--- src/rtl/fsm_ctrl_if.sv ---
// Control bundle between the multi-cycle controller (master) and the datapath (slave).
interface fsm_ctrl_if;
    logic [5:0] Opcode;
    logic       PCWrite;
    logic       PCWriteCond;
    logic       IorD;
    logic       MemRead;
    logic       MemWrite;
    logic       MemtoReg;
    logic       IRWrite;
    logic       ALUSrcA;
    logic       RegWrite;
    logic       RegDst;
    logic [1:0] ALUop;
    logic [1:0] ALUSrcB;
    logic [1:0] PCSource;
    logic [3:0] State;
    logic       Illegal;
    logic       Done;

    modport master (
        input  Opcode,
        output PCWrite, PCWriteCond, IorD, MemRead, MemWrite, MemtoReg, IRWrite,
               ALUSrcA, RegWrite, RegDst, ALUop, ALUSrcB, PCSource, State, Illegal, Done
    );

    modport slave (
        output Opcode,
        input  PCWrite, PCWriteCond, IorD, MemRead, MemWrite, MemtoReg, IRWrite,
               ALUSrcA, RegWrite, RegDst, ALUop, ALUSrcB, PCSource, State, Illegal, Done
    );
endinterface

--- src/rtl/fsm_ctrl.sv ---
// Multi-cycle MIPS-style main controller (Moore FSM with memory wait states).
// Define FSM_CTRL_ADDI_EN to add the addi path through states IEXE/IWB.
module fsm_ctrl #(
    parameter int unsigned MEM_WAIT = 0
) (
    input  logic        clk,
    input  logic        rst,
    fsm_ctrl_if.master  bus
);
    typedef enum logic [3:0] {
        S_IF   = 4'd0,
        S_ID   = 4'd1,
        S_MADR = 4'd2,
        S_MRD  = 4'd3,
        S_MWB  = 4'd4,
        S_MWR  = 4'd5,
        S_EXE  = 4'd6,
        S_RWB  = 4'd7,
        S_BR   = 4'd8,
        S_JMP  = 4'd9,
        S_IEXE = 4'd10,
        S_IWB  = 4'd11
    } state_t;

    localparam logic [3:0] WAIT_LAST = 4'(MEM_WAIT);
    localparam logic [5:0] OP_RTYPE  = 6'b000000;
    localparam logic [5:0] OP_LW     = 6'b100011;
    localparam logic [5:0] OP_SW     = 6'b101011;
    localparam logic [5:0] OP_BEQ    = 6'b000100;
    localparam logic [5:0] OP_J      = 6'b000010;
`ifdef FSM_CTRL_ADDI_EN
    localparam logic [5:0] OP_ADDI   = 6'b001000;
`endif

    state_t     state_r;
    state_t     state_nxt_s;
    logic [3:0] wait_r;
    logic [3:0] wait_nxt_s;
    logic       run_r;
    logic       last_s;
    logic       illegal_s;

    logic       pcw_s, pcwc_s, iord_s, mrd_s, mwr_s, m2r_s, irw_s, asa_s, rw_s, rd_s, done_s;
    logic [1:0] aop_s, asb_s, pcs_s;

    // State and wait counter; run_r keeps the FSM parked and silent until the first edge after reset.
    always_ff @(posedge clk or posedge rst) begin
        if (rst) begin
            state_r <= S_IF;
            wait_r  <= 4'd0;
            run_r   <= 1'b0;
        end else begin
            run_r <= 1'b1;
            if (run_r) begin
                state_r <= state_nxt_s;
                wait_r  <= wait_nxt_s;
            end else begin
                state_r <= state_r;
                wait_r  <= wait_r;
            end
        end
    end

    // Memory states stretch to MEM_WAIT+1 cycles; all others last one cycle.
    always_comb begin
        if (state_r == S_IF || state_r == S_MRD || state_r == S_MWR) begin
            last_s = (wait_r == WAIT_LAST);
        end else begin
            last_s = 1'b1;
        end
    end

    // Next-state logic; the opcode is only looked at in ID and MADR.
    always_comb begin
        state_nxt_s = S_IF;
        illegal_s   = 1'b0;
        case (state_r)
            S_IF:   state_nxt_s = last_s ? S_ID : S_IF;
            S_ID: begin
                case (bus.Opcode)
                    OP_RTYPE:     state_nxt_s = S_EXE;
                    OP_LW, OP_SW: state_nxt_s = S_MADR;
                    OP_BEQ:       state_nxt_s = S_BR;
                    OP_J:         state_nxt_s = S_JMP;
`ifdef FSM_CTRL_ADDI_EN
                    OP_ADDI:      state_nxt_s = S_IEXE;
`endif
                    default: begin
                        state_nxt_s = S_IF;
                        illegal_s   = 1'b1;
                    end
                endcase
            end
            S_MADR: state_nxt_s = (bus.Opcode == OP_LW) ? S_MRD : S_MWR;
            S_MRD:  state_nxt_s = last_s ? S_MWB : S_MRD;
            S_MWR:  state_nxt_s = last_s ? S_IF : S_MWR;
            S_EXE:  state_nxt_s = S_RWB;
`ifdef FSM_CTRL_ADDI_EN
            S_IEXE: state_nxt_s = S_IWB;
`endif
            default: state_nxt_s = S_IF;
        endcase
        if (state_nxt_s == state_r) begin
            wait_nxt_s = wait_r + 4'd1;
        end else begin
            wait_nxt_s = 4'd0;
        end
    end

    // Moore output decode per state.
    always_comb begin
        pcw_s  = 1'b0; pcwc_s = 1'b0; iord_s = 1'b0; mrd_s = 1'b0; mwr_s = 1'b0;
        m2r_s  = 1'b0; irw_s  = 1'b0; asa_s  = 1'b0; rw_s  = 1'b0; rd_s  = 1'b0;
        done_s = 1'b0;
        aop_s  = 2'b00; asb_s = 2'b00; pcs_s = 2'b00;
        case (state_r)
            S_IF: begin
                mrd_s = 1'b1;
                asb_s = 2'b01;
                irw_s = last_s;
                pcw_s = last_s;
            end
            S_ID:   asb_s = 2'b11;
            S_MADR: begin
                asa_s = 1'b1;
                asb_s = 2'b10;
            end
            S_MRD: begin
                mrd_s  = 1'b1;
                iord_s = 1'b1;
            end
            S_MWB: begin
                rw_s   = 1'b1;
                m2r_s  = 1'b1;
                done_s = 1'b1;
            end
            S_MWR: begin
                iord_s = 1'b1;
                mwr_s  = last_s;
                done_s = last_s;
            end
            S_EXE: begin
                asa_s = 1'b1;
                aop_s = 2'b10;
            end
            S_RWB: begin
                rw_s   = 1'b1;
                rd_s   = 1'b1;
                done_s = 1'b1;
            end
            S_BR: begin
                asa_s  = 1'b1;
                aop_s  = 2'b01;
                pcwc_s = 1'b1;
                pcs_s  = 2'b01;
                done_s = 1'b1;
            end
            S_JMP: begin
                pcw_s  = 1'b1;
                pcs_s  = 2'b10;
                done_s = 1'b1;
            end
`ifdef FSM_CTRL_ADDI_EN
            S_IEXE: begin
                asa_s = 1'b1;
                asb_s = 2'b10;
            end
            S_IWB: begin
                rw_s   = 1'b1;
                done_s = 1'b1;
            end
`endif
            default: done_s = 1'b0;
        endcase
    end

    assign bus.PCWrite     = run_r & pcw_s;
    assign bus.PCWriteCond = run_r & pcwc_s;
    assign bus.IorD        = run_r & iord_s;
    assign bus.MemRead     = run_r & mrd_s;
    assign bus.MemWrite    = run_r & mwr_s;
    assign bus.MemtoReg    = run_r & m2r_s;
    assign bus.IRWrite     = run_r & irw_s;
    assign bus.ALUSrcA     = run_r & asa_s;
    assign bus.RegWrite    = run_r & rw_s;
    assign bus.RegDst      = run_r & rd_s;
    assign bus.ALUop       = run_r ? aop_s : 2'b00;
    assign bus.ALUSrcB     = run_r ? asb_s : 2'b00;
    assign bus.PCSource    = run_r ? pcs_s : 2'b00;
    assign bus.State       = run_r ? state_r : 4'd0;
    assign bus.Illegal     = run_r & illegal_s;
    assign bus.Done        = run_r & done_s;
endmodule

--- src/flat_wrapper.sv ---
// flat-port wrapper written by rule: the top's interface ports become plain ports
module fsm_ctrl_flat 
#(
    parameter int unsigned MEM_WAIT = 0
)
  (clk, rst, bus_Opcode, bus_PCWrite, bus_PCWriteCond, bus_IorD, bus_MemRead, bus_MemWrite, bus_MemtoReg, bus_IRWrite, bus_ALUSrcA, bus_RegWrite, bus_RegDst, bus_ALUop, bus_ALUSrcB, bus_PCSource, bus_State, bus_Illegal, bus_Done);
  fsm_ctrl_if bus_i ();
  input  logic clk;
  input  logic rst;
  input wire logic [$bits(bus_i.Opcode)-1:0] bus_Opcode;
  output wire logic [$bits(bus_i.PCWrite)-1:0] bus_PCWrite;
  output wire logic [$bits(bus_i.PCWriteCond)-1:0] bus_PCWriteCond;
  output wire logic [$bits(bus_i.IorD)-1:0] bus_IorD;
  output wire logic [$bits(bus_i.MemRead)-1:0] bus_MemRead;
  output wire logic [$bits(bus_i.MemWrite)-1:0] bus_MemWrite;
  output wire logic [$bits(bus_i.MemtoReg)-1:0] bus_MemtoReg;
  output wire logic [$bits(bus_i.IRWrite)-1:0] bus_IRWrite;
  output wire logic [$bits(bus_i.ALUSrcA)-1:0] bus_ALUSrcA;
  output wire logic [$bits(bus_i.RegWrite)-1:0] bus_RegWrite;
  output wire logic [$bits(bus_i.RegDst)-1:0] bus_RegDst;
  output wire logic [$bits(bus_i.ALUop)-1:0] bus_ALUop;
  output wire logic [$bits(bus_i.ALUSrcB)-1:0] bus_ALUSrcB;
  output wire logic [$bits(bus_i.PCSource)-1:0] bus_PCSource;
  output wire logic [$bits(bus_i.State)-1:0] bus_State;
  output wire logic [$bits(bus_i.Illegal)-1:0] bus_Illegal;
  output wire logic [$bits(bus_i.Done)-1:0] bus_Done;
  assign bus_i.Opcode = bus_Opcode;
  assign bus_PCWrite = bus_i.PCWrite;
  assign bus_PCWriteCond = bus_i.PCWriteCond;
  assign bus_IorD = bus_i.IorD;
  assign bus_MemRead = bus_i.MemRead;
  assign bus_MemWrite = bus_i.MemWrite;
  assign bus_MemtoReg = bus_i.MemtoReg;
  assign bus_IRWrite = bus_i.IRWrite;
  assign bus_ALUSrcA = bus_i.ALUSrcA;
  assign bus_RegWrite = bus_i.RegWrite;
  assign bus_RegDst = bus_i.RegDst;
  assign bus_ALUop = bus_i.ALUop;
  assign bus_ALUSrcB = bus_i.ALUSrcB;
  assign bus_PCSource = bus_i.PCSource;
  assign bus_State = bus_i.State;
  assign bus_Illegal = bus_i.Illegal;
  assign bus_Done = bus_i.Done;
  fsm_ctrl #(.MEM_WAIT(MEM_WAIT)) u_core (.clk(clk), .rst(rst), .bus(bus_i));
endmodule
--- config.mk ---
export PLATFORM = sky130hd
export DESIGN_NAME = fsm_ctrl_flat
export DESIGN_NICKNAME = d
export VERILOG_FILES = /design/src/rtl/fsm_ctrl_if.sv /design/src/rtl/fsm_ctrl.sv /design/src/flat_wrapper.sv
export SDC_FILE = /design/constraint.sdc
export NUM_CORES = 1
export LEC_CHECK = 0
export CAP_MARGIN = 15
export CORE_MARGIN = 1
export CORE_UTILIZATION = 43
export CTS_CLUSTER_SIZE = 10
export DETAILED_ROUTE_END_ITERATION = 10
export MAX_ROUTING_LAYER = met4
export PLACE_DENSITY = 0.83
export SKIP_LAST_GASP = 1
export SLEW_MARGIN = 20
export SYNTH_ARGS = -nofsm -noshare
export SYNTH_HDL_FRONTEND = slang
export SYNTH_SLANG_ARGS = --single-unit
--- constraint.sdc ---
create_clock -name clk -period 3.2 [get_ports clk]
set_input_delay 0.96 -clock clk [delete_from_list [all_inputs] [get_ports clk]]
set_output_delay 0.96 -clock clk [all_outputs]
set_load 0.01 [all_outputs]
After elaboration in Yosys (flattened, before gate mapping) --
Cells that the tools add are included.
Word-level totals: register bits after elaboration 9, bits of input ports 8, output and inout bits 22, logic and storage cells 70
Cells by class: add/subtract/negate cells 1, equality and inequality tests 14, muxes and demuxes 28, bitwise gates (word level) 12, reduce and logical (&&, ||, !) cells 12
Operators with widths (count):
- $pmux 4 s6 | 1
- $eq 4x3->1 const B | 4
- $pmux 4 s4 | 1
- $mux 1 | 13
- $and 1x1->1 | 12
- $eq 6x6->1 const B | 2
- $mux 3 | 3
- $eq 4x2->1 const B | 2
- $eq 4x4->1 const B | 2
- $logic_not 4->1 | 2
- $mux 4 | 2
- $pmux 2 s2 | 2
- $reduce_or 2->1 | 4
- $eq 6x2->1 const B | 1
- $eq 6x3->1 const B | 1
- $logic_not 6->1 | 1
- $mux 2 | 3
- $pmux 2 s3 | 1
- $reduce_or 5->1 | 1
- $add 4x1->4 const B | 1
- $eq 4x1->1 const B | 1
- $eq 4x4->1 | 1
- $pmux 1 s2 | 2
- $reduce_or 4->1 | 1
- other kinds (2) | 3

Longest topological paths before layout --
Gate-level depths: netlist of run 1.
word-level depth 8, depth in mapped cells 6, depth with buffers taken out 6

Worst setup path after synthesis of run 1 --
Ideal clock, no wire load.
path kind input to output, start point input port bus_Opcode[0], end point output port bus_Illegal, data arrival time 1.953 ns, data required time 2.240 ns, setup slack 0.287 ns, cell stages on the path 3, buffers on the path 0, cells stage by stage or3_1 or3_1 and3b_1
On the way: cells in the longest elaborated chain, start to end 5, elaborated cells on any way between the ends 9, those cells by class eq/ne: 4; mux: 2; bitwise: 1; reduce/logical: 2
RTL lines:
- start, declared | line flat_wrapper.sv:10 | input wire logic [$bits(bus_i.Opcode)-1:0] bus_Opcode;
- $eq 6x6->1, or another cell as far along | line fsm_ctrl.sv:80 | case (bus.Opcode)
- $reduce_or 5->1 (no line) (*)
- $mux 1 (*) | line fsm_ctrl.sv:80
- $mux 1 (*) | line fsm_ctrl.sv:77 | case (state_r)
- $and 1x1->1 (*) | line fsm_ctrl.sv:191 | assign bus.Illegal = run_r & illegal_s;
- end, declared | line flat_wrapper.sv:25 | output wire logic [$bits(bus_i.Illegal)-1:0] bus_Illegal;
Mark *: on every way between the ends. The rest lies on a longest branch, timed or not.

Final worst setup path of run 1 --
Same ends and word-level chain as after synthesis.

==> flow_metrics.py, run 1 <==
metrics = {
    "critical_path": {
        "arrival_ns": 2.25,
        "startpoint": "bus_Opcode[0]",
        "cp_data_required_time_ns": 2.24,
        "crit_path_end_kind": "output pin",
        "reg2reg_from": "u_core.state_r[1]$_DFFE_PP0P_",
        "startpoint_type": "primary input",
        "worstSetupPathType": "primary input to output pin",
        "worstPathMaxFanout": 2,
    },
    "routing": {
        "antenna_left": 0,
        "drtIter0Drc": 22,
        "finalWirelength_um": 2230,
        "wl_per_cell_um": 13.1,
        "vias": 961,
        "viasPerCell": 5.65,
        "dr.pass1.iters": 4,
        "drc_errors": 0,
    },
    "finish": {
        "utilization": 0.674,
        "num-fill-cells": 171,
        "multiInputGateArea_um2": 512,
        "syn_to_final_growth_pct": 45.0,
        "seqCellArea_um2": 226,
        "final_cell_area_um2": 1190,
        "num_antenna_cells": 0,
        "finish.net_count": 156,
        "layout-drive-gt1-share": 0.166,
    },
    "synthesis": {
        "synth_ff_type": "dfrtp_1",
        "muxShareOfSynthArea": 0.0122,
        "synth_fa_ha_area_frac": 0.0305,
        "synthXorXnorAreaFrac": 0.0321,
        "syn_nets": 121,
        "yosysSeqAreaShare": 0.275,
        "synth.distinct_cells": 40,
        "synth_top_family_by_area": "simple AND/OR/NAND/NOR gates",
        "yosysWarningCount": 0,
        "synth_compound_area_frac": 0.156,
        "synth_cells": 111,
        "async_flop_share": 1.00,
        "synth.ff_latch_count": 9,
        "synth_area_um2": 820,
        "avgSynthCellArea_um2": 7.38,
        "synth-simple-area-share": 0.383,
        "synth_edf_count": 0,
    },
    "clocking": {
        "cts_buffers": 3,
        "cts_hold_buffers": 0,
        "cts_setup_buffers": 0,
        "clockBufferDepth": 2,
        "clk_latency_ns": 0.27,
        "cts_tree": "built",
        "htree_num_levels": 1,
        "clk_pin_slew_ns": 0.06,
        "cts-root-buf": "clkbuf_4",
        "cts_sinks": 9,
    },
    "sta": {
        "fin_skew_ns": 0.00717,
        "hold_viol_final": 0,
        "fin_setup_tns_ns": -0.0139,
        "fin_crit_ns": 3.21,
        "setup_viol": 1,
        "finalCritPeriodShare": 1.00,
        "rsz0062_at_grt": "yes",
        "slew_violations": 0,
        "finalWorstSetupSlack_ns": -0.0139,
        "fmax_mhz": 311,
    },
    "place": {
        "dpl_cell_area_um2": 1170,
        "gp_congestion": 0.796,
        "place_ws_ns": -0.568,
        "dp.final_hpwl_um": 1750,
        "portBuffers": 29,
    },
    "pwr": {
        "peakVddDrop_mv": 0.294,
        "totalPowerFinal_mw": 0.337,
        "p_leak_nw": 0.511,
        "pwr_density_cell_nw_per_um2": 283,
    },
    "hold_path": {
        "worst_hold_path_type": "register to register",
        "hold_start": "u_core.wait_r[2]$_DFFE_PP0P_",
    },
    "floorplan": {
        "die-area_um2": 2080,
        "row_count": 15,
        "die_y_um": 45.7,
        "io_pins": 30,
        "core_region_area_um2": 1760,
        "die_x_um": 45.7,
        "initial_core_util": 0.465,
    },
    "global_route": {
        "grt_pass1_wl_um": 3520,
        "antenna_found_initial": 0,
        "grt_start_max_net_pins": 16,
        "grt_usage": 0.243,
        "grt.overflow.total": 0,
        "grt_pass1_vias": 807,
    },
    "job": {
        "drv_cap": 0,
    },
    "status": {
        "status": "finished, violations left",
        "violations": "negative setup slack",
    },
}
cell type report:
class	count	area share
clock buffer	3	0.0189
clock inverter	1	0.00421
inverter	10	0.0316
multi-input combinational	83	0.431
sequential	9	0.191
tap	25	0.0263
timing repair buffer	39	0.298
power breakdown:
part / switching (mW) / internal (mW) / total [mW]
combinational: 0.0625 / 0.0567 / 0.119
clock: 0.0414 / 0.0461 / 0.0875
sequential: 0.0121 / 0.118 / 0.130
critical path, cell delays in order:
cell,delay [ns]
dlygate4sd2_1,0.24
or3_1,0.38
or3_4,0.38
and3b_1,0.17
buf_2,0.13
cell families after synthesis:
group | after synthesis
multiplexers | 1
flip-flops | 9
XOR/XNOR | 3
other | 1
buffers and inverters | 19
AND/OR/NAND/NOR | 55
adder cells (fa/ha/maj) | 2
AO/OA/AOI/OAI | 21
synthesized netlist by cell type (all sizes together) (2+ instances only):
| cell | count | share of area |
|---|---|---|
| nand2b | 3 | 0.023 |
| nand4 | 4 | 0.031 |
| a21oi | 2 | 0.012 |
| nor4 | 7 | 0.061 |
| clkbuf | 4 | 0.020 |
| nand3 | 4 | 0.024 |
| inv | 10 | 0.046 |
| nor2 | 12 | 0.055 |
| dfrtp | 9 | 0.27 |
| or2 | 3 | 0.023 |
| nand2 | 7 | 0.032 |
| a31oi | 3 | 0.023 |
| nor3 | 5 | 0.037 |
| ha | 2 | 0.031 |
| buf | 5 | 0.041 |
| or3 | 3 | 0.023 |
| o21ai | 9 | 0.055 |
| o22ai | 2 | 0.015 |
| xor2 | 2 | 0.021 |
metal layers:
metal | vias up | share of wire | track usage
li1 | 465 | - | -
met3 | 6 | 0.053 | 0.0754
met4 | 0 | 0.020 | 0.0727
met2 | 36 | 0.49 | 0.354
met5 | - | 0 | -
met1 | 454 | 0.44 | 0.320
registers in the layout, indices dropped and copies added (netlist names):
name and count:
u_core.state_r 4, u_core.run_r 1, u_core.wait_r 4
metrics by stage:
step / hold slack (ns) / instances
final: 0.542 / 170
after global routing: 0.586 / 170
after CTS: 0.542 / 170
after detailed placement: 0.534 / 166
after global placement: 0.514 / 166
after floorplan: 0.486 / 111
path summary, 6_finish.rpt:
path	endpoint	slack [ns]	depth (start not counted)
setup / recovery	bus_Illegal	-0.01	5
hold / removal	u_core.wait_r[2]$_DFFE_PP0P_	0.54	1
setup reg to reg	u_core.state_r[2]$_DFFE_PP0P_	1.37	5
hold reg to reg	u_core.wait_r[2]$_DFFE_PP0P_	0.54	1
max in group asynchronous	u_core.state_r[3]$_DFFE_PP0P_	1.99	2
min in group asynchronous	u_core.wait_r[0]$_DFFE_PP0P_	0.95	2
cell usage in the layout, fill, tap and decap left out, types with 2 or more instances in the layout:
cell type,n
dlygate4sd2_1,5
nor3_1,4
xor2_1,2
clkdlybuf4s50_1,23
o22ai_1,2
nor4_1,6
nand2_1,7
nor2_1,12
o21ai_1,2
nand2b_1,3
nand4_1,4
clkbuf_4,3
a21oi_1,2
buf_4,10
or2_2,3
or3_1,2
o21ai_0,7
a31oi_1,3
inv_1,10
nand3_1,4
ha_1,2
dfrtp_1,8
timing repair:
item                       in CTS  in global routing
pin swaps                       3                  2
resized for setup              11                  1
setup endpoints to repair       3                  5
hold endpoints to repair        0                  0
Power figures use the tool's default switching activity.
==> run 2: changes to the inputs <==
--- a/config.mk
+++ b/config.mk
@@ -6,7 +6,7 @@
 export NUM_CORES = 1
 export LEC_CHECK = 0
 export CAP_MARGIN = 15
-export CORE_MARGIN = 1
+export CORE_MARGIN = 10
 export CORE_UTILIZATION = 43
 export CTS_CLUSTER_SIZE = 10
 export DETAILED_ROUTE_END_ITERATION = 10
==> flow_metrics.py, run 2 (same netlist as run 1, synthesis figures left out) <==
metrics = {
    "sta": {
        "hold_ws_ns": 0.527,
        "rsz0062_at_grt": "yes",
        "fmax_mhz": 314,
        "finalCritPeriodShare": 0.996,
        "slew_violations": 0,
        "fin_crit_ns": 3.19,
        "hold_viol_final": 0,
        "fin_skew_ns": 0.00173,
        "fin_setup_tns_ns": 0,
        "setup_viol": 0,
    },
    "critical_path": {
        "ff2ff_path_depth": 7,
        "startpoint": "bus_Opcode[5]",
        "crit_top_cell": "or3_4",
        "cpPeakStageDelay_ns": 0.38,
        "startpoint_type": "primary input",
        "cp-endpoint": "bus_Illegal",
        "cp_data_required_time_ns": 2.24,
        "cp_slowest_cell": "or3_4",
        "path_cells": "dlygate4sd2_1 > or3_4 > or3_4 > and3b_1 > buf_2",
        "worstPathMaxFanout": 2,
        "crit_path_end_kind": "output pin",
        "r2r_slack_ns": 1.45,
        "worstReg2RegEnd": "u_core.state_r[0]$_DFFE_PP0P_",
        "arrival_ns": 2.23,
        "critPathTopFamily": "simple AND/OR/NAND/NOR gates",
        "reg2reg_from": "u_core.wait_r[0]$_DFFE_PP0P_",
        "cp.depth": 5,
        "worstSetupPathType": "primary input to output pin",
        "crit_buf_inv": 2,
    },
    "routing": {
        "vias": 954,
        "drtIter0Drc": 42,
        "dr.pass1.iters": 4,
        "antenna_left": 0,
        "viasPerCell": 5.61,
        "wl_per_cell_um": 14.4,
        "finalWirelength_um": 2450,
        "drc_errors": 0,
    },
    "clocking": {
        "cts_tree": "built",
        "clk_latency_ns": 0.26,
        "cts_sinks": 9,
        "clk_pin_slew_ns": 0.06,
        "cts-root-buf": "clkbuf_4",
        "cts_buffers": 3,
        "cts_hold_buffers": 0,
        "cts_setup_buffers": 0,
        "htree_num_levels": 1,
        "clockBufferDepth": 2,
    },
    "global_route": {
        "grt.overflow.total": 0,
        "grt_usage": 0.119,
        "grt_pass1_wl_um": 3980,
        "grt_start_max_net_pins": 16,
        "grt_pass1_vias": 882,
        "antenna_found_initial": 0,
    },
    "floorplan": {
        "initial_core_util": 0.465,
        "io_pins": 30,
        "die-area_um2": 4050,
        "die_x_um": 63.7,
        "die_y_um": 63.7,
        "row_count": 15,
        "core_region_area_um2": 1760,
    },
    "pwr": {
        "peakVddDrop_mv": 0.206,
        "p_leak_nw": 0.508,
        "pwr_density_cell_nw_per_um2": 285,
    },
    "finish": {
        "finish.net_count": 156,
        "finalNonFillerCells": 170,
        "layout-drive-gt1-share": 0.166,
        "utilization": 0.677,
        "final_common_cell": "clkdlybuf4s50_1",
        "reg_top3": "u_core.state_r (4), u_core.wait_r (4), u_core.run_r (1)",
        "mostFrequentLayoutCells": "clkdlybuf4s50_1 (23), nor2_1 (12), inv_1 (10), buf_4 (10), dfrtp_1 (8)",
        "syn_to_final_growth_pct": 45.8,
        "num_antenna_cells": 0,
    },
    "hold_path": {
        "worst_hold_path_type": "register to register",
    },
    "place": {
        "place_inst": 166,
        "portBuffers": 29,
        "gp_congestion": 0.811,
        "dp.final_hpwl_um": 1920,
    },
    "status": {
        "status": "finished clean",
    },
    "job": {
        "drv_cap": 0,
    },
}
## run 2: per-layer routing
| metal | wire (um) | GRT usage | part of all wire | up-vias |
|---|---|---|---|---|
| li1 | - | - | - | 463 |
| met1 | 1000 | 0.122 | 0.41 | 451 |
| met2 | 1270 | 0.220 | 0.52 | 36 |
| met3 | 136 | 0.0265 | 0.056 | 4 |
| met4 | 38 | 0.0328 | 0.016 | 0 |
| met5 | 0 | - | 0 | - |
## run 2: metrics by stage
step	power, mW	setup WS (ns)	area [um2]
2_1_floorplan	0.198	0.287	820
3_3_place_gp	0.251	-0.536	1170
3_5_place_dp	0.254	-0.547	1170
4_1_cts	0.340	-0.0354	1180
5_1_grt	0.363	-0.0244	1190
6_report	0.341	0.0116	1190
## run 2: power by group
group,total (mW),leakage [nW],switching [mW],internal (mW)
registers,0.130,0.119,0.0125,0.118
logic,0.121,0.374,0.0631,0.0574
clock network,0.0901,0.0150,0.0419,0.0482
total,0.341,0.508,0.118,0.224
## run 2: worst min-delay path by stage
stage,start,to,slack (ns),depth (start not counted)
2_1_floorplan,u_core.wait_r[2]$_DFFE_PP0P_,u_core.wait_r[2]$_DFFE_PP0P_,0.49,1
3_3_place_gp,u_core.wait_r[2]$_DFFE_PP0P_,u_core.wait_r[2]$_DFFE_PP0P_,0.52,1
3_5_place_dp,u_core.wait_r[2]$_DFFE_PP0P_,u_core.wait_r[2]$_DFFE_PP0P_,0.52,1
4_1_cts,u_core.wait_r[2]$_DFFE_PP0P_,u_core.wait_r[2]$_DFFE_PP0P_,0.53,1
5_1_grt,u_core.wait_r[2]$_DFFE_PP0P_,u_core.wait_r[2]$_DFFE_PP0P_,0.58,1
6_report,u_core.wait_r[2]$_DFFE_PP0P_,u_core.wait_r[2]$_DFFE_PP0P_,0.53,1
## run 2: final cells by class
class	instances	area (um2)
Sequential cell	9	226
Tap cell	25	31.3
Multi-Input combinational cell	83	517
Timing Repair Buffer	39	357
Inverter	10	37.5
Clock buffer	4	26.3
Fill cell	161	569
## run 2: repair_timing
action	in CTS	in global routing
resized for setup	9	6
endpoints found under the setup margin	3	3
pin swaps	3	3
==> run 3: changes to the inputs <==
--- a/config.mk
+++ b/config.mk
@@ -13,7 +13,7 @@
 export MAX_ROUTING_LAYER = met4
 export PLACE_DENSITY = 0.83
 export SKIP_LAST_GASP = 1
-export SLEW_MARGIN = 20
+export SLEW_MARGIN = 40
 export SYNTH_ARGS = -nofsm -noshare
 export SYNTH_HDL_FRONTEND = slang
 export SYNTH_SLANG_ARGS = --single-unit
==> constraint.sdc (replaced) <==
create_clock -name clk -period 3.4 [get_ports clk]
set_input_delay 1.02 -clock clk [delete_from_list [all_inputs] [get_ports clk]]
set_output_delay 1.02 -clock clk [all_outputs]
set_load 0.01 [all_outputs]
==> flow_metrics.py, run 3 (same netlist as run 1, synthesis figures left out) <==
metrics = {
    "finish": {
        "final_common_cell": "clkdlybuf4s50_1",
        "final_cell_area_um2": 1180,
        "syn_to_final_growth_pct": 44.3,
        "finish.net_count": 155,
        "layout-drive-gt1-share": 0.153,
        "num-fill-cells": 167,
        "mostFrequentLayoutCells": "clkdlybuf4s50_1 (24), nor2_1 (12), inv_1 (10)",
        "reg_top3": "u_core.state_r (4), u_core.wait_r (4), u_core.run_r (1)",
        "num_antenna_cells": 0,
    },
    "sta": {
        "finalCritPeriodShare": 0.988,
        "fin_setup_tns_ns": 0,
        "fmax_mhz": 298,
        "hold_viol_final": 0,
        "rsz0062_at_grt": "no",
        "fin_crit_ns": 3.36,
        "fin_skew_ns": 0.000897,
        "setup_viol": 0,
        "maxSlewHeadroom": 0.617,
        "tightest_slew_ns": 0.575,
        "slew_violations": 0,
        "finalWorstSetupSlack_ns": 0.0392,
        "hold_ws_ns": 0.533,
    },
    "critical_path": {
        "cp_data_required_time_ns": 2.38,
        "ff2ff_path_depth": 4,
        "worstSetupPathType": "primary input to output pin",
        "reg2reg_from": "u_core.state_r[2]$_DFFE_PP0P_",
        "crit_path_end_kind": "output pin",
        "arrival_ns": 2.34,
        "startpoint_type": "primary input",
        "worstReg2RegEnd": "u_core.state_r[2]$_DFFE_PP0P_",
        "r2r_slack_ns": 1.65,
        "worstPathMaxFanout": 2,
    },
    "global_route": {
        "grt_pass1_vias": 904,
        "grt_usage": 0.129,
        "grt.overflow.total": 0,
        "grt_pass1_wl_um": 4210,
        "antenna_found_initial": 0,
        "grt_start_max_net_pins": 19,
    },
    "routing": {
        "drtIter0Drc": 40,
        "viasPerCell": 5.67,
        "vias": 959,
        "antenna_left": 0,
        "drc_errors": 0,
        "dr.pass1.iters": 4,
        "finalWirelength_um": 2460,
        "wl_per_cell_um": 14.6,
    },
    "hold_path": {
        "holdPathEnd": "u_core.wait_r[2]$_DFFE_PP0P_",
        "hold_start": "u_core.wait_r[2]$_DFFE_PP0P_",
        "worst_hold_path_type": "register to register",
        "holdPathStages": 1,
    },
    "clocking": {
        "cts_sinks": 9,
        "clk_pin_slew_ns": 0.06,
        "htree_num_levels": 1,
        "cts_buffers": 3,
        "clockBufferDepth": 2,
        "clk_latency_ns": 0.27,
        "cts_tree": "built",
        "cts_hold_buffers": 0,
        "cts-root-buf": "clkbuf_4",
    },
    "pwr": {
        "peakVddDrop_mv": 0.223,
        "p_leak_nw": 0.500,
        "totalPowerFinal_mw": 0.321,
        "pwr_density_cell_nw_per_um2": 272,
    },
    "floorplan": {
        "io_pins": 30,
        "die-area_um2": 4050,
        "die_x_um": 63.7,
        "row_count": 15,
        "initial_core_util": 0.465,
        "core_region_area_um2": 1760,
        "die_y_um": 63.7,
    },
    "place": {
        "gp_congestion": 0.799,
        "dp.final_hpwl_um": 1960,
        "dpl_cell_area_um2": 1150,
        "place_ws_ns": -0.484,
        "portBuffers": 29,
    },
    "status": {
        "status": "finished clean",
    },
    "job": {
        "drv_cap": 0,
    },
}
## run 3: metrics by stage
| stage | util | instances |
|---|---|---|
| floorplan | - | 111 |
| global route | 0.670 | 169 |
| global placement | 0.652 | 164 |
| detailed placement | 0.652 | 164 |
| CTS | 0.667 | 169 |
| finish | 0.670 | 169 |
## run 3: worst max-delay path by stage
stage	from	end	slack [ns]	cells past startpoint
2_1_floorplan	bus_Opcode[0]	bus_Illegal	0.37	3
5_1_grt	bus_Opcode[5]	bus_Illegal	0.00002	5
3_3_place_gp	bus_Opcode[0]	bus_Illegal	-0.46	5
4_1_cts	bus_Opcode[5]	bus_Illegal	0.06	5
3_5_place_dp	bus_Opcode[0]	bus_Illegal	-0.48	7
6_report	bus_Opcode[5]	bus_Illegal	0.04	5
## run 3: power breakdown
part	leakage (nW)	internal (mW)	total (mW)	switching [mW]
logic	0.362	0.0525	0.110	0.0575
clock network	0.0177	0.0437	0.0865	0.0428
registers	0.121	0.111	0.125	0.0137
total	0.500	0.207	0.321	0.114
## run 3: cell type report
cell class,instances,area (um2),area share
clock buffers,3,22.5,0.0190
clock inverters,1,5.00,0.00423
inverters,10,37.5,0.0317
multi-input cells,83,513,0.434
flip-flops and latches,9,225,0.190
well taps,25,31.3,0.0265
repair buffers,38,348,0.294
## run 3: routing by layer
layer	track usage	routed length [um]	vias up
met5	-	0	-
met4	0.0656	65	0
met3	0.0265	134	7
met2	0.219	1290	41
met1	0.139	977	446
li1	-	-	465
## run 3: worst max-delay path: stages
cell	delay, ns
dlygate4sd2_1	0.24
or3_1	0.37
or3_1	0.40
and3b_1	0.18
buf_2	0.13
## run 3: timing repair
action / 4_1_cts / 5_1_grt
resized for setup: 9 / 1
pin swaps: 3 / 0
setup endpoints to repair: 2 / 1
setup buffers: 1 / 0
==> variant, RTL diff (flow settings as in run 2) <==
Add a define of `FSM_CTRL_ADDI_EN`.
--- a/src/rtl/fsm_ctrl.sv
+++ b/src/rtl/fsm_ctrl.sv
@@ -1,5 +1,7 @@
 // Multi-cycle MIPS-style main controller (Moore FSM with memory wait states).
 // Define FSM_CTRL_ADDI_EN to add the addi path through states IEXE/IWB.
+`define FSM_CTRL_ADDI_EN
+
 module fsm_ctrl #(
     parameter int unsigned MEM_WAIT = 0
 ) (
Formal check against the unedited RTL: not equivalent (Yosys sat finds a counterexample within 4 cycles, from zero or initial values and one cycle with rst high).
==> variant against run 2 <==
  * Total power increased by 1.7%
  * Worst setup slack improved by 0.011 ns
  * Sequential cell count unchanged
  * Critical path depth did not move
  * Synthesized area rose by 8.5%
  * Routed wire length rose by 11%
  * Via count increased by 7.4%
  * Count of clock-buffer cells in the layout unchanged
  * Combinational power increased by 9%
  * Sequential share of layout area shrank 1.4 points
  * Design area is 7.5% higher
  * Critical endpoint unchanged
  * Largest cell class unchanged
  * Highest routed layer unchanged
==> variant: results <==
{
  "outcome": "completed",
  "synth-seq-area-share_pct": 25.3,
  "cp_top_family": "buffers and inverters",
  "grt_max_degree": 18,
  "post_cts_buffers": 0,
  "r2r-end": "u_core.state_r[2]",
  "fillers": 183,
  "hold_depth": 1,
  "hold_start": "u_core.wait_r[2]",
  "synth.area.top_cells": "dfrtp_1, nor3_1, nand2_1",
  "crit_start": "bus_Opcode[2]",
  "hold_class": "flip-flop to flip-flop",
  "synth.top_cell.area_share_pct": 25.3,
  "final_nets": 170,
  "crit_slowest_cell": "clkdlybuf4s50_1",
  "hold_ws_ns": 0.548,
  "leakage_nw": 0.573,
  "wl_um": 2710,
  "syn_nets": 134,
  "yosys-top-cells-count": "nand2_1, nor3_1, nor2_1",
  "first_global_vias": 987,
  "path_max_fanout": 3,
  "ys_types": 42,
  "antenna_found_initial": 0,
  "largestRegisters": "u_core.state_r x4, u_core.wait_r x4, u_core.run_r x1",
  "drive_gt1_share_pct": 13.2,
  "post-dp-hpwl_um": 2110,
  "worstReg2RegStart": "u_core.wait_r[0]",
  "drtIter0Drc": 19,
  "r2r_slack_ns": 1.42,
  "r2r_cells": 6,
  "routed_via_density": 5.51,
  "worstPathArrival_ns": 2.22,
  "cts-root-buf": "clkbuf_4",
  "numCtsBuffers": 3,
  "skew_ns": 0.00448,
  "grt_pass1_wl_um": 4420,
  "min_to": "u_core.wait_r[2]",
  "cpPeakStageDelay_ns": 0.52,
  "ir_drop_uv": 266,
  "globalplace.congestion": 0.888,
  "clock_latency_ns": 0.27,
  "grtUsageTotal_pct": 13.0
}
[variant: how the worst max path moves through the flow]
stage	end	cells after the start
3_3_place_gp	bus_Illegal	6
2_1_floorplan	bus_Illegal	4
5_1_grt	bus_Illegal	5
6_report	bus_Illegal	5
4_1_cts	bus_Illegal	6
3_5_place_dp	bus_Illegal	6
[variant: layout make-up]
| cell class | count | area (µm²) | area share [%] |
|---|---|---|---|
| multi-input combinational | 97 | 592 | 46.1 |
| timing repair buffer | 41 | 378 | 29.4 |
| sequential | 9 | 225 | 17.5 |
| tap | 27 | 33.8 | 2.63 |
| inverter | 8 | 30.0 | 2.34 |
| clock buffer | 4 | 26.3 | 2.04 |
[variant: report_power, final]
group	switching [mW]	internal [mW]	total, mW
clock network	0.0409	0.0481	0.0890
logic	0.0692	0.0623	0.132
registers	0.00821	0.118	0.126
total	0.118	0.228	0.347
[variant: stage by stage]
| stage | instance area (µm²) | std cells | setup TNS (ns) | total power, mW | worst slack [ns] |
|---|---|---|---|---|---|
| after floorplan | 890 | 124 | 0 | 0.201 | 0.328 |
| after global placement | 1250 | 182 | -0.474 | 0.258 | -0.474 |
| after detailed placement | 1250 | 182 | -0.554 | 0.261 | -0.554 |
| after CTS | 1280 | 186 | -0.0676 | 0.349 | -0.0676 |
| after global routing | 1280 | 186 | -0.0639 | 0.365 | -0.0639 |
| final | 1280 | 186 | 0 | 0.347 | 0.0227 |
[variant: repair_timing]
action | 4_1_cts | 5_1_grt
hold buffers | 0 | 0
endpoints found under the setup margin | 4 | 3
cloned | 0 | 0
hold endpoints to repair | 0 | 0
gates resized for setup | 10 | 6
pin swaps | 1 | 1
[variant: worst reg2reg max path: cells and delay by family, from the launching register on]
| family | cells | cell delay [ns] |
|---|---|---|
| DFF | 1 | 0.40 |
| AOI/OAI and AO/OA | 2 | 0.43 |
| buffers and inverters | 1 | 0.10 |
| adders and majority gates | 1 | 0.19 |
| and+or+nand+nor | 2 | 0.53 |
[variant: logic make-up after synthesis]
family	synth area share [%]
and+or+nand+nor	39.0
AOI/OAI and AO/OA	18.6
buffers and inverters	9.70
DFF	25.3
adders and majority gates	2.81
xor gates and xnor gates	1.97
muxes	2.25
other	0.422
[variant: layer usage]
metal  global-route usage (%)  vias up  share of wire [%]  wire (µm)
met3                     2.54        7                4.3        116
met1                     13.4      479                 42       1140
met4                     8.02        0                2.4         65
met5                        -        -                  0          0
met2                     22.3       29                 51       1390
li1                         -      510                  -          -
